`src/rtl/pipe_hazard_ctrl_if.sv`:
```
`default_nettype none
// ============================================================================
// Module  : pipe_hazard_ctrl_if
// Brief   : Hazard/stall signal bundle between the pipeline and its controller.
// Revision: 1.0
// ============================================================================
interface pipe_hazard_ctrl_if;
    logic [2:0]  id_rs;
    logic [2:0]  id_rt;
    logic        id_reads_rs;
    logic        id_reads_rt;
    logic [2:0]  ex_dst;
    logic        ex_regwrite;
    logic [2:0]  mem_dst;
    logic        mem_regwrite;
    logic        ex_redirect;
    logic        mem_busy;
    logic        halt_in;
    logic        pc_en;
    logic        ifid_en;
    logic        idex_en;
    logic        exmem_en;
    logic        main_stall;
    logic        flush_ifid;
    logic        stall_mem_stall;
    logic [1:0]  state;
    logic [15:0] stall_cnt;
    logic        mem_timeout;

    modport master (
        output id_rs, id_rt, id_reads_rs, id_reads_rt, ex_dst, ex_regwrite,
               mem_dst, mem_regwrite, ex_redirect, mem_busy, halt_in,
        input  pc_en, ifid_en, idex_en, exmem_en, main_stall, flush_ifid,
               stall_mem_stall, state, stall_cnt, mem_timeout
    );

    modport slave (
        input  id_rs, id_rt, id_reads_rs, id_reads_rt, ex_dst, ex_regwrite,
               mem_dst, mem_regwrite, ex_redirect, mem_busy, halt_in,
        output pc_en, ifid_en, idex_en, exmem_en, main_stall, flush_ifid,
               stall_mem_stall, state, stall_cnt, mem_timeout
    );
endinterface
`default_nettype wire

```
`src/rtl/pipe_hazard_ctrl.sv`:
```
`default_nettype none
// ============================================================================
// Module  : pipe_hazard_ctrl
// Brief   : Stall/flush/enable control for a 5-stage pipeline without forwarding.
// Revision: 1.0
// ============================================================================
module pipe_hazard_ctrl (
    input  wire logic         clk,
    input  wire logic         rst,
    pipe_hazard_ctrl_if.slave hz
);
    typedef enum logic [1:0] {
        ST_RUN     = 2'b00,
        ST_MEMWAIT = 2'b01,
        ST_HALTED  = 2'b10
    } state_t;

    localparam logic [7:0]  C_WAIT_MAX  = 8'hFF;
    localparam logic [15:0] C_STALL_MAX = 16'hFFFF;

    state_t      state_q, state_d;
    logic        redirect_pend_q, redirect_pend_d;
    logic [7:0]  wait_cnt_q, wait_cnt_d;
    logic [15:0] stall_cnt_q, stall_cnt_d;
    logic        mem_timeout_q, mem_timeout_d;

    logic w_raw, w_halted;
    logic w_pc_en, w_ifid_en, w_idex_en, w_exmem_en;
    logic w_main_stall, w_flush_ifid, w_stall_mem_stall;

    always_comb begin
        w_raw = (hz.id_reads_rs & ((hz.ex_regwrite  & (hz.ex_dst  == hz.id_rs)) |
                                   (hz.mem_regwrite & (hz.mem_dst == hz.id_rs)))) |
                (hz.id_reads_rt & ((hz.ex_regwrite  & (hz.ex_dst  == hz.id_rt)) |
                                   (hz.mem_regwrite & (hz.mem_dst == hz.id_rt))));
        w_halted = (state_q == ST_HALTED);
    end

    // Priority: halt, memory wait, redirect (wins over RAW: wrong-path), RAW.
    always_comb begin
        w_pc_en           = 1'b1;
        w_ifid_en         = 1'b1;
        w_idex_en         = 1'b1;
        w_exmem_en        = 1'b1;
        w_main_stall      = 1'b0;
        w_flush_ifid      = 1'b0;
        w_stall_mem_stall = 1'b0;
        if (w_halted) begin
            w_pc_en    = 1'b0;
            w_ifid_en  = 1'b0;
            w_idex_en  = 1'b0;
            w_exmem_en = 1'b0;
        end else if (hz.mem_busy) begin
            w_pc_en           = 1'b0;
            w_ifid_en         = 1'b0;
            w_idex_en         = 1'b0;
            w_exmem_en        = 1'b0;
            w_stall_mem_stall = 1'b1;
        end else if (redirect_pend_q | hz.ex_redirect) begin
            w_flush_ifid = 1'b1;
            w_main_stall = 1'b1;
        end else if (w_raw) begin
            w_pc_en      = 1'b0;
            w_ifid_en    = 1'b0;
            w_main_stall = 1'b1;
        end
    end

    always_comb begin
        state_d         = state_q;
        redirect_pend_d = redirect_pend_q;
        wait_cnt_d      = wait_cnt_q;
        stall_cnt_d     = stall_cnt_q;
        case (state_q)
            ST_RUN: begin
                if (hz.mem_busy) begin
                    state_d    = ST_MEMWAIT;
                    wait_cnt_d = 8'd0;
                end else if (hz.halt_in) begin
                    state_d = ST_HALTED;
                end
            end
            ST_MEMWAIT: begin
                if (wait_cnt_q != C_WAIT_MAX)
                    wait_cnt_d = wait_cnt_q + 8'd1;
                if (!hz.mem_busy)
                    state_d = hz.halt_in ? ST_HALTED : ST_RUN;
            end
            ST_HALTED: state_d = ST_HALTED;
            default:   state_d = ST_RUN;
        endcase
        // A redirect seen during a memory wait is held until the wait ends.
        if (!w_halted) begin
            redirect_pend_d = hz.mem_busy & (redirect_pend_q | hz.ex_redirect);
            if (!w_pc_en && (stall_cnt_q != C_STALL_MAX))
                stall_cnt_d = stall_cnt_q + 16'd1;
        end
        mem_timeout_d = mem_timeout_q | (wait_cnt_d == C_WAIT_MAX);
    end

    always_ff @(posedge clk or negedge rst) begin
        if (!rst) begin
            state_q         <= ST_RUN;
            redirect_pend_q <= 1'b0;
            wait_cnt_q      <= 8'd0;
            stall_cnt_q     <= 16'd0;
            mem_timeout_q   <= 1'b0;
        end else begin
            state_q         <= state_d;
            redirect_pend_q <= redirect_pend_d;
            wait_cnt_q      <= wait_cnt_d;
            stall_cnt_q     <= stall_cnt_d;
            mem_timeout_q   <= mem_timeout_d;
        end
    end

    assign hz.pc_en           = w_pc_en;
    assign hz.ifid_en         = w_ifid_en;
    assign hz.idex_en         = w_idex_en;
    assign hz.exmem_en        = w_exmem_en;
    assign hz.main_stall      = w_main_stall;
    assign hz.flush_ifid      = w_flush_ifid;
    assign hz.stall_mem_stall = w_stall_mem_stall;
    assign hz.state           = state_q;
    assign hz.stall_cnt       = stall_cnt_q;
    assign hz.mem_timeout     = mem_timeout_q;
endmodule
`default_nettype wire

```
`src/flat_wrapper.sv`:
```
// flat-port wrapper written by rule: the top's interface ports become plain ports
module pipe_hazard_ctrl_flat 
  (clk, rst, hz_id_rs, hz_id_rt, hz_id_reads_rs, hz_id_reads_rt, hz_ex_dst, hz_ex_regwrite, hz_mem_dst, hz_mem_regwrite, hz_ex_redirect, hz_mem_busy, hz_halt_in, hz_pc_en, hz_ifid_en, hz_idex_en, hz_exmem_en, hz_main_stall, hz_flush_ifid, hz_stall_mem_stall, hz_state, hz_stall_cnt, hz_mem_timeout);
  pipe_hazard_ctrl_if hz_i ();
  input  wire logic clk;
  input  wire logic rst;
  input wire logic [$bits(hz_i.id_rs)-1:0] hz_id_rs;
  input wire logic [$bits(hz_i.id_rt)-1:0] hz_id_rt;
  input wire logic [$bits(hz_i.id_reads_rs)-1:0] hz_id_reads_rs;
  input wire logic [$bits(hz_i.id_reads_rt)-1:0] hz_id_reads_rt;
  input wire logic [$bits(hz_i.ex_dst)-1:0] hz_ex_dst;
  input wire logic [$bits(hz_i.ex_regwrite)-1:0] hz_ex_regwrite;
  input wire logic [$bits(hz_i.mem_dst)-1:0] hz_mem_dst;
  input wire logic [$bits(hz_i.mem_regwrite)-1:0] hz_mem_regwrite;
  input wire logic [$bits(hz_i.ex_redirect)-1:0] hz_ex_redirect;
  input wire logic [$bits(hz_i.mem_busy)-1:0] hz_mem_busy;
  input wire logic [$bits(hz_i.halt_in)-1:0] hz_halt_in;
  output wire logic [$bits(hz_i.pc_en)-1:0] hz_pc_en;
  output wire logic [$bits(hz_i.ifid_en)-1:0] hz_ifid_en;
  output wire logic [$bits(hz_i.idex_en)-1:0] hz_idex_en;
  output wire logic [$bits(hz_i.exmem_en)-1:0] hz_exmem_en;
  output wire logic [$bits(hz_i.main_stall)-1:0] hz_main_stall;
  output wire logic [$bits(hz_i.flush_ifid)-1:0] hz_flush_ifid;
  output wire logic [$bits(hz_i.stall_mem_stall)-1:0] hz_stall_mem_stall;
  output wire logic [$bits(hz_i.state)-1:0] hz_state;
  output wire logic [$bits(hz_i.stall_cnt)-1:0] hz_stall_cnt;
  output wire logic [$bits(hz_i.mem_timeout)-1:0] hz_mem_timeout;
  assign hz_i.id_rs = hz_id_rs;
  assign hz_i.id_rt = hz_id_rt;
  assign hz_i.id_reads_rs = hz_id_reads_rs;
  assign hz_i.id_reads_rt = hz_id_reads_rt;
  assign hz_i.ex_dst = hz_ex_dst;
  assign hz_i.ex_regwrite = hz_ex_regwrite;
  assign hz_i.mem_dst = hz_mem_dst;
  assign hz_i.mem_regwrite = hz_mem_regwrite;
  assign hz_i.ex_redirect = hz_ex_redirect;
  assign hz_i.mem_busy = hz_mem_busy;
  assign hz_i.halt_in = hz_halt_in;
  assign hz_pc_en = hz_i.pc_en;
  assign hz_ifid_en = hz_i.ifid_en;
  assign hz_idex_en = hz_i.idex_en;
  assign hz_exmem_en = hz_i.exmem_en;
  assign hz_main_stall = hz_i.main_stall;
  assign hz_flush_ifid = hz_i.flush_ifid;
  assign hz_stall_mem_stall = hz_i.stall_mem_stall;
  assign hz_state = hz_i.state;
  assign hz_stall_cnt = hz_i.stall_cnt;
  assign hz_mem_timeout = hz_i.mem_timeout;
  pipe_hazard_ctrl u_core (.clk(clk), .rst(rst), .hz(hz_i));
endmodule
```
`config.mk`:
```
export PLATFORM = sky130hd
export DESIGN_NAME = pipe_hazard_ctrl_flat
export DESIGN_NICKNAME = d
export VERILOG_FILES = /design/src/rtl/pipe_hazard_ctrl_if.sv /design/src/rtl/pipe_hazard_ctrl.sv /design/src/flat_wrapper.sv
export SDC_FILE = /design/constraint.sdc
export NUM_CORES = 1
export LEC_CHECK = 0
export BUFFER_PORTS_ARGS = -buffer_cell sky130_fd_sc_hd__buf_4
export CORE_MARGIN = 10
export CORE_UTILIZATION = 52
export DETAILED_ROUTE_END_ITERATION = 16
export PLACE_DENSITY = 0.82
export RECOVER_POWER = 50
export REMOVE_ABC_BUFFERS = 1
export SLEW_MARGIN = 20
export SYNTH_ARGS = -nofsm -noshare
export SYNTH_HDL_FRONTEND = slang
export SYNTH_SLANG_ARGS = --single-unit
export TNS_END_PERCENT = 10
```
`constraint.sdc`:
```
create_clock -name clk -period 2.95 [get_ports clk]
set_clock_uncertainty 0.2 [all_clocks]
set_input_delay 0.59 -clock clk [delete_from_list [all_inputs] [get_ports clk]]
set_output_delay 0.59 -clock clk [all_outputs]
set_load 0.01 [all_outputs]
```
==> qor.yml, run 1 <==
cp_slowest_cell: "dfrtp_1"
max-cap-violations: 0
syn_inst: 166
seq_area_frac_synth: 0.413
rsz0062_at_grt: "false"
place.gp.congestion: 0.809
crit_type: "flip-flop to output pin"
num_rows: 20
synth_top_family_by_area: "simple AND/OR/NAND/NOR gates"
fin_setup_tns_ns: 0
route.detailed.drc: 0
crit_family: "flip-flops"
maxSlewHeadroom: 0.0146
cts_tree: "done"
synth_area_leaders: "dfrtp_1 (41%), xnor2_1 (7.7%), xor2_1 (6.2%)"
ff2ff_setup_slack_ns: 0.69
min_period_ns: 2.48
regArea_um2: 701
drt-vias-per-instance: 5.49
vias: 1417
cp_max_fo: 8
drive_above_1_share: 0.266
multi_input_area_um2: 946
fmax_mhz: 403
drv_slew: 0
cp.required_ns: 2.16
die_w_um: 77.1
grt_max_degree: 29
num_antenna_cells: 0
synth_top_area_cell: "dfrtp_1"
syn2layout_area_growth_pct: 23.3
synth_cell_types: 40
cpPeakStageDelay_ns: 0.50
cts.sinks: 28
cts-buffers-inserted: 3
status: "complete, no violations"
synth_simple_gate_area_frac: 0.300
first_pass_iters: 4
synth.most_common_cell: "dfrtp_1"
period_share: 0.842
routed_wl_um: 3970
vdd_drop_max_v: 0.000310
antenna_found_initial: 0
endpoint_kind: "output pin"
post_cts_buffers: 0
synth-xor-area-share: 0.139
min-delay-path-class: "input pin to flip-flop"
synth.top_cell.area_share: 0.413
synth_compound_area_frac: 0.0766
clk_latency_ns: 0.33
drt_iter0_drc: 94
finalPower_uw: 1480
clk_pin_slew_ns: 0.15
arrival_ns: 1.69
cp_common_cell: "nand2b_1"
die_y_um: 77.1
synth_fa_ha_area_frac: 0.0147
die-area_um2: 5950
antenna_left: 0
clock_path_buffers: 2
crit_path_cell_trace: "nand2b_1, nand2b_1, a311oi_4, buf_4"
p_leak_uw: 0.000873
overflow: 0
synthTopCellsByCount: "dfrtp_1 (28), xnor2_1 (15), nand2_1 (14)"
cp-start-kind: "flip-flop"
setup_violations: 0
synth_area_um2: 1700
grt_pass1_wl_um: 6710
htree_levels: 1
synthArstFlopShare: 1.00
cts-root-buf: "clkbuf_4"
first_global_vias: 1403
muxShareOfSynthArea: 0.0265
core-area_um2: 3080
fin_nets: 238
hold_viol: 0
yosysWarnings: 0
synth_edf_count: 0
timing.critical_path.buf_inv: 1
synth_ff_type: "dfrtp_1"
grt_usage: 0.132
hold_ws_ns: 0.251
design.portCount: 47
drt-wirelength-per-cell_um: 15.4
hpwl_um: 3190
initial_core_util: 0.552
synth.avg_cell_area_um2: 10.2
worstMarginPinSlew_ns: 1.48
powerDensity_nw_per_um2: 707
io_buffers: 46
final.fill_count: 250
synth_seq_cells: 28
==> per-stage QoR <==
step,setup WS (ns),std cells,utilization,instance area [um2]
after detailed placement,0.494,253,0.672,2070
final,0.467,258,0.680,2090
after CTS,0.430,258,0.692,2130
after global placement,0.575,253,0.672,2070
after floorplan,0.508,162,-,1660
after global routing,0.318,258,0.680,2090
==> final timing paths <==
path	from	depth (start not counted)	endpoint
min in group asynchronous	rst	2	u_core.hz.stall_cnt[10]$_DFFE_PN0P_
worst max-delay path	u_core.hz.state[0]$_DFFE_PN0P_	4	hz_ifid_en
worst max register to register	u_core.hz.stall_cnt[0]$_DFFE_PN0P_	6	u_core.hz.stall_cnt[6]$_DFFE_PN0P_
max in group asynchronous	rst	2	u_core.wait_cnt_q[7]$_DFF_PN0_
worst min-delay path	hz_halt_in	3	u_core.hz.state[1]$_DFFE_PN0P_
worst min register to register	u_core.hz.mem_timeout$_DFF_PN0_	1	u_core.hz.mem_timeout$_DFF_PN0_
==> registers in the layout (all words and copies together), names as in the netlist <==
name / cells
u_core.hz.mem_timeout: 1
u_core.hz.state: 2
u_core.wait_cnt_q: 8
u_core.redirect_pend_q: 1
u_core.hz.stall_cnt: 16
==> layout make-up <==
class | count | share of cell area
clock buffers | 3 | 0.0108
clock inverters | 1 | 0.0143
inverters | 3 | 0.00658
multi-input cells | 131 | 0.452
flip-flops and latches | 28 | 0.335
well taps | 44 | 0.0263
repair buffers | 48 | 0.155
==> worst reg2reg max path: stages, from the launching register on <==
cell	delay, ns
dfrtp_1	0.46
ha_1	0.24
and3_1	0.23
and3_4	0.20
or2_4	0.30
or3_1	0.40
xnor2_1	0.14
==> cell usage in the layout (no fill, tap or decap), types with 4 or more instances in the layout <==
cell type   n
nand2b_1    5
nor2_1     12
clkbuf_1   10
buf_4      37
nand3_1    12
nor4_2      7
xor2_1     12
xnor2_1    15
nand4_1     9
nand2_1    14
dfrtp_1    28
a21oi_1     4
==> repair_timing <==
item / CTS / global route
gates resized for setup: 0 / 0
endpoints found under the hold margin: 28 / 0
hold buffers: 1 / 0
==> report_power, final <==
part / switching [uW] / leakage, uW / internal [uW] / total (uW)
sequential: 144 / 0.000337 / 476 / 620
clock: 117 / 0.0000279 / 137 / 254
combinational: 320 / 0.000508 / 285 / 606
total: 581 / 0.000873 / 898 / 1480
==> cells by family after synthesis <==
family / count (synthesis)
XOR/XNOR: 27
flip-flops: 28
AND/OR/NAND/NOR: 82
multiplexers: 4
adder cells (fa/ha/maj): 2
AO/OA/AOI/OAI: 16
buffers and inverters: 7
==> layer usage <==
metal | part of all wire | wire, um | track usage
met1 | 0.45 | 1780 | 0.159
met2 | 0.48 | 1930 | 0.225
met3 | 0.059 | 235 | 0.0303
met4 | 0.0086 | 34 | 0.0401
met5 | 0 | 0 | 0
Note: power is estimated with default switching activity, not from simulation.
==> run 2, diff against run 1 <==
ABC_AREA = 1   (was not set)
CORE_UTILIZATION = 54   (was 52)
PLACE_DENSITY = 0.83   (was 0.82)
clock period = 2.3 ns   (was 2.95 ns; I/O delays follow)
==> run 2 against run 1 <==
Via count rose by 43%. Core utilization fell by 0.45 points. Critical path depth up 4. Critical endpoint unchanged. Critical path type unchanged. Highest routed layer unchanged. Largest power group unchanged.
==> qor.yml, run 2 <==
status: "complete, no violations"
first_global_vias: 1944
grt_max_degree: 29
worstMarginPinSlew_ns: 0.681
synth_area_leaders: "dfrtp_1 (35%), nand2_1 (24%), nor2_1 (7.2%)"
drt-wirelength-per-cell_um: 12.0
num_antenna_cells: 0
drt-vias-per-instance: 5.00
cp_max_fo: 5
hold_path_depth: 3
ff2ff_setup_slack_ns: 0.34
synth_top_family_by_area: "simple AND/OR/NAND/NOR gates"
p_leak_uw: 0.00132
core-area_um2: 3610
synth.most_common_cell: "nand2_1"
largest_register_ffs: 16
die_y_um: 80.7
crit_type: "flip-flop to output pin"
cts-buffers-inserted: 3
synth_ff_type: "dfrtp_1"
clk_latency_ns: 0.28
hold_viol: 0
fmax_mhz: 471
synthArstFlopShare: 1.00
fin_nets: 382
endpoint_kind: "output pin"
powerDensity_nw_per_um2: 706
cts_tree: "done"
utilization: 0.676
vias: 2028
synth_area_um2: 1990
synth.avg_cell_area_um2: 6.47
multi_input_area_um2: 1120
setup_violations: 0
drv_slew: 0
final.fill_count: 323
antenna_found_initial: 0
grt_usage: 0.154
die-area_um2: 6520
antenna_left: 0
hpwl_um: 3870
min_period_ns: 2.12
cp-start-kind: "flip-flop"
fin_setup_tns_ns: 0
syn2layout_area_growth_pct: 22.3
synth_compound_area_frac: 0.0182
cts-root-buf: "clkbuf_8"
grt_pass1_wl_um: 8250
synth_seq_cells: 28
clock_path_buffers: 2
drt_iter0_drc: 117
synth_edf_count: 0
regArea_um2: 701
r2r_start: "u_core.hz.stall_cnt[0]$_DFFE_PN0P_"
min-delay-path-class: "input pin to flip-flop"
overflow: 0
die_w_um: 80.7
final_common_cell: "nand2_1"
io_buffers: 46
num_rows: 22
cp.required_ns: 1.64
rr_worst_depth: 9
route.detailed.drc: 0
max-cap-violations: 0
hold_start: "hz_halt_in"
layout_common_cells: "nand2_1 (129), buf_4 (41), nor2_1 (39)"
synth-xor-area-share: 0.0572
first_pass_iters: 4
synth.top_cell.area_share: 0.352
syn_inst: 308
rsz0062_at_grt: "false"
synth_cell_types: 23
place.gp.congestion: 0.908
period_share: 0.923
yosysWarnings: 0
seq_area_frac_synth: 0.352
cts.sinks: 28
routed_wl_um: 4860
post_cts_buffers: 0
initial_core_util: 0.552
r2r-end: "u_core.hz.stall_cnt[14]$_DFFE_PN0P_"
synth_fa_ha_area_frac: 0.0126
synth_top_area_cell: "dfrtp_1"
hold_end: "u_core.hz.state[1]$_DFFE_PN0P_"
htree_levels: 1
maxSlewHeadroom: 0.546
drive_above_1_share: 0.168
vdd_drop_max_v: 0.000366
design.portCount: 47
muxShareOfSynthArea: 0
clk_pin_slew_ns: 0.08
arrival_ns: 1.46
synth_simple_gate_area_frac: 0.474
synthTopCellsByCount: "nand2_1 (129), nor2_1 (38), inv_1 (30)"
-- run 2: cell types whose count changed after synthesis, moves of 4 or more --
cell / previous run / this run
nand4_1: 9 / 21
nand2b_1: 5 / 0
inv_1: 2 / 30
nand3_1: 12 / 16
nor2_1: 12 / 38
xnor2_1: 15 / 4
nor4_2: 7 / 0
nand2_1: 14 / 129
inv_2: 0 / 5
-- run 2: layout make-up --
class	instances	area share
multi-input cells	239	0.458
flip-flops and latches	28	0.288
repair buffers	52	0.146
inverters	35	0.0539
well taps	48	0.0247
clock buffers	3	0.0169
clock inverters	1	0.0123
-- run 2: critical path, stage by stage (launching register included) --
cell and delay, ns:
dfrtp_1 0.41, inv_2 0.10, nor2_4 0.05, nor2_4 0.15
inv_2 0.05, nor2_1 0.15, inv_2 0.05, nand2_1 0.10
buf_4 0.13
-- run 2: report_power, final --
| part | internal [uW] | switching [uW] |
|---|---|---|
| combinational | 261 | 407 |
| clock | 233 | 148 |
| sequential | 569 | 101 |
| total | 1060 | 656 |
-- run 2: cell families after synthesis --
kind of cell    after synthesis
compound gates                7
xor+xnor                     13
fa+ha+maj                     2
buf+inv                      41
flops                        28
simple gates                217
-- run 2: worst max-delay path by stage --
stage                                   startpoint    endpoint  slack [ns]  cells after the start
floorplan           u_core.hz.state[1]$_DFFE_PN0P_  hz_ifid_en        0.22                      7
global placement                       hz_id_rt[0]    hz_pc_en        0.30                     11
detailed placement                     hz_id_rt[0]  hz_ifid_en        0.27                     10
CTS                 u_core.hz.state[1]$_DFFE_PN0P_  hz_ifid_en        0.16                      8
global route        u_core.hz.state[1]$_DFFE_PN0P_  hz_ifid_en        0.07                      8
finish              u_core.hz.state[1]$_DFFE_PN0P_  hz_ifid_en        0.18                      8
-- run 2: layer usage --
layer  vias up  GRT usage  share of wire
met2        48      0.291           0.53
li1       1061          -              -
met5         -          0              0
met4         0     0.0467          0.010
met1       915      0.168           0.42
met3         4     0.0309          0.039
-- run 2: metrics by stage --
step / instances / power (uW) / worst slack (ns) / hold slack (ns) / instance area, um2
6_report: 406 / 1720 / 0.178 / 0.215 / 2440
5_1_grt: 406 / 1850 / 0.0725 / 0.220 / 2440
4_1_cts: 406 / 1770 / 0.162 / 0.215 / 2470
3_5_place_dp: 401 / 1380 / 0.268 / 0.197 / 2390
3_3_place_gp: 401 / 1360 / 0.302 / 0.193 / 2390
2_1_floorplan: 302 / 1080 / 0.223 / -0.0356 / 1950
-- run 2: repair_timing --
item	in CTS	in global routing
endpoints found under the hold margin	28	0
gates resized for setup	0	0
hold buffers	1	0
setup endpoints to repair	0	0
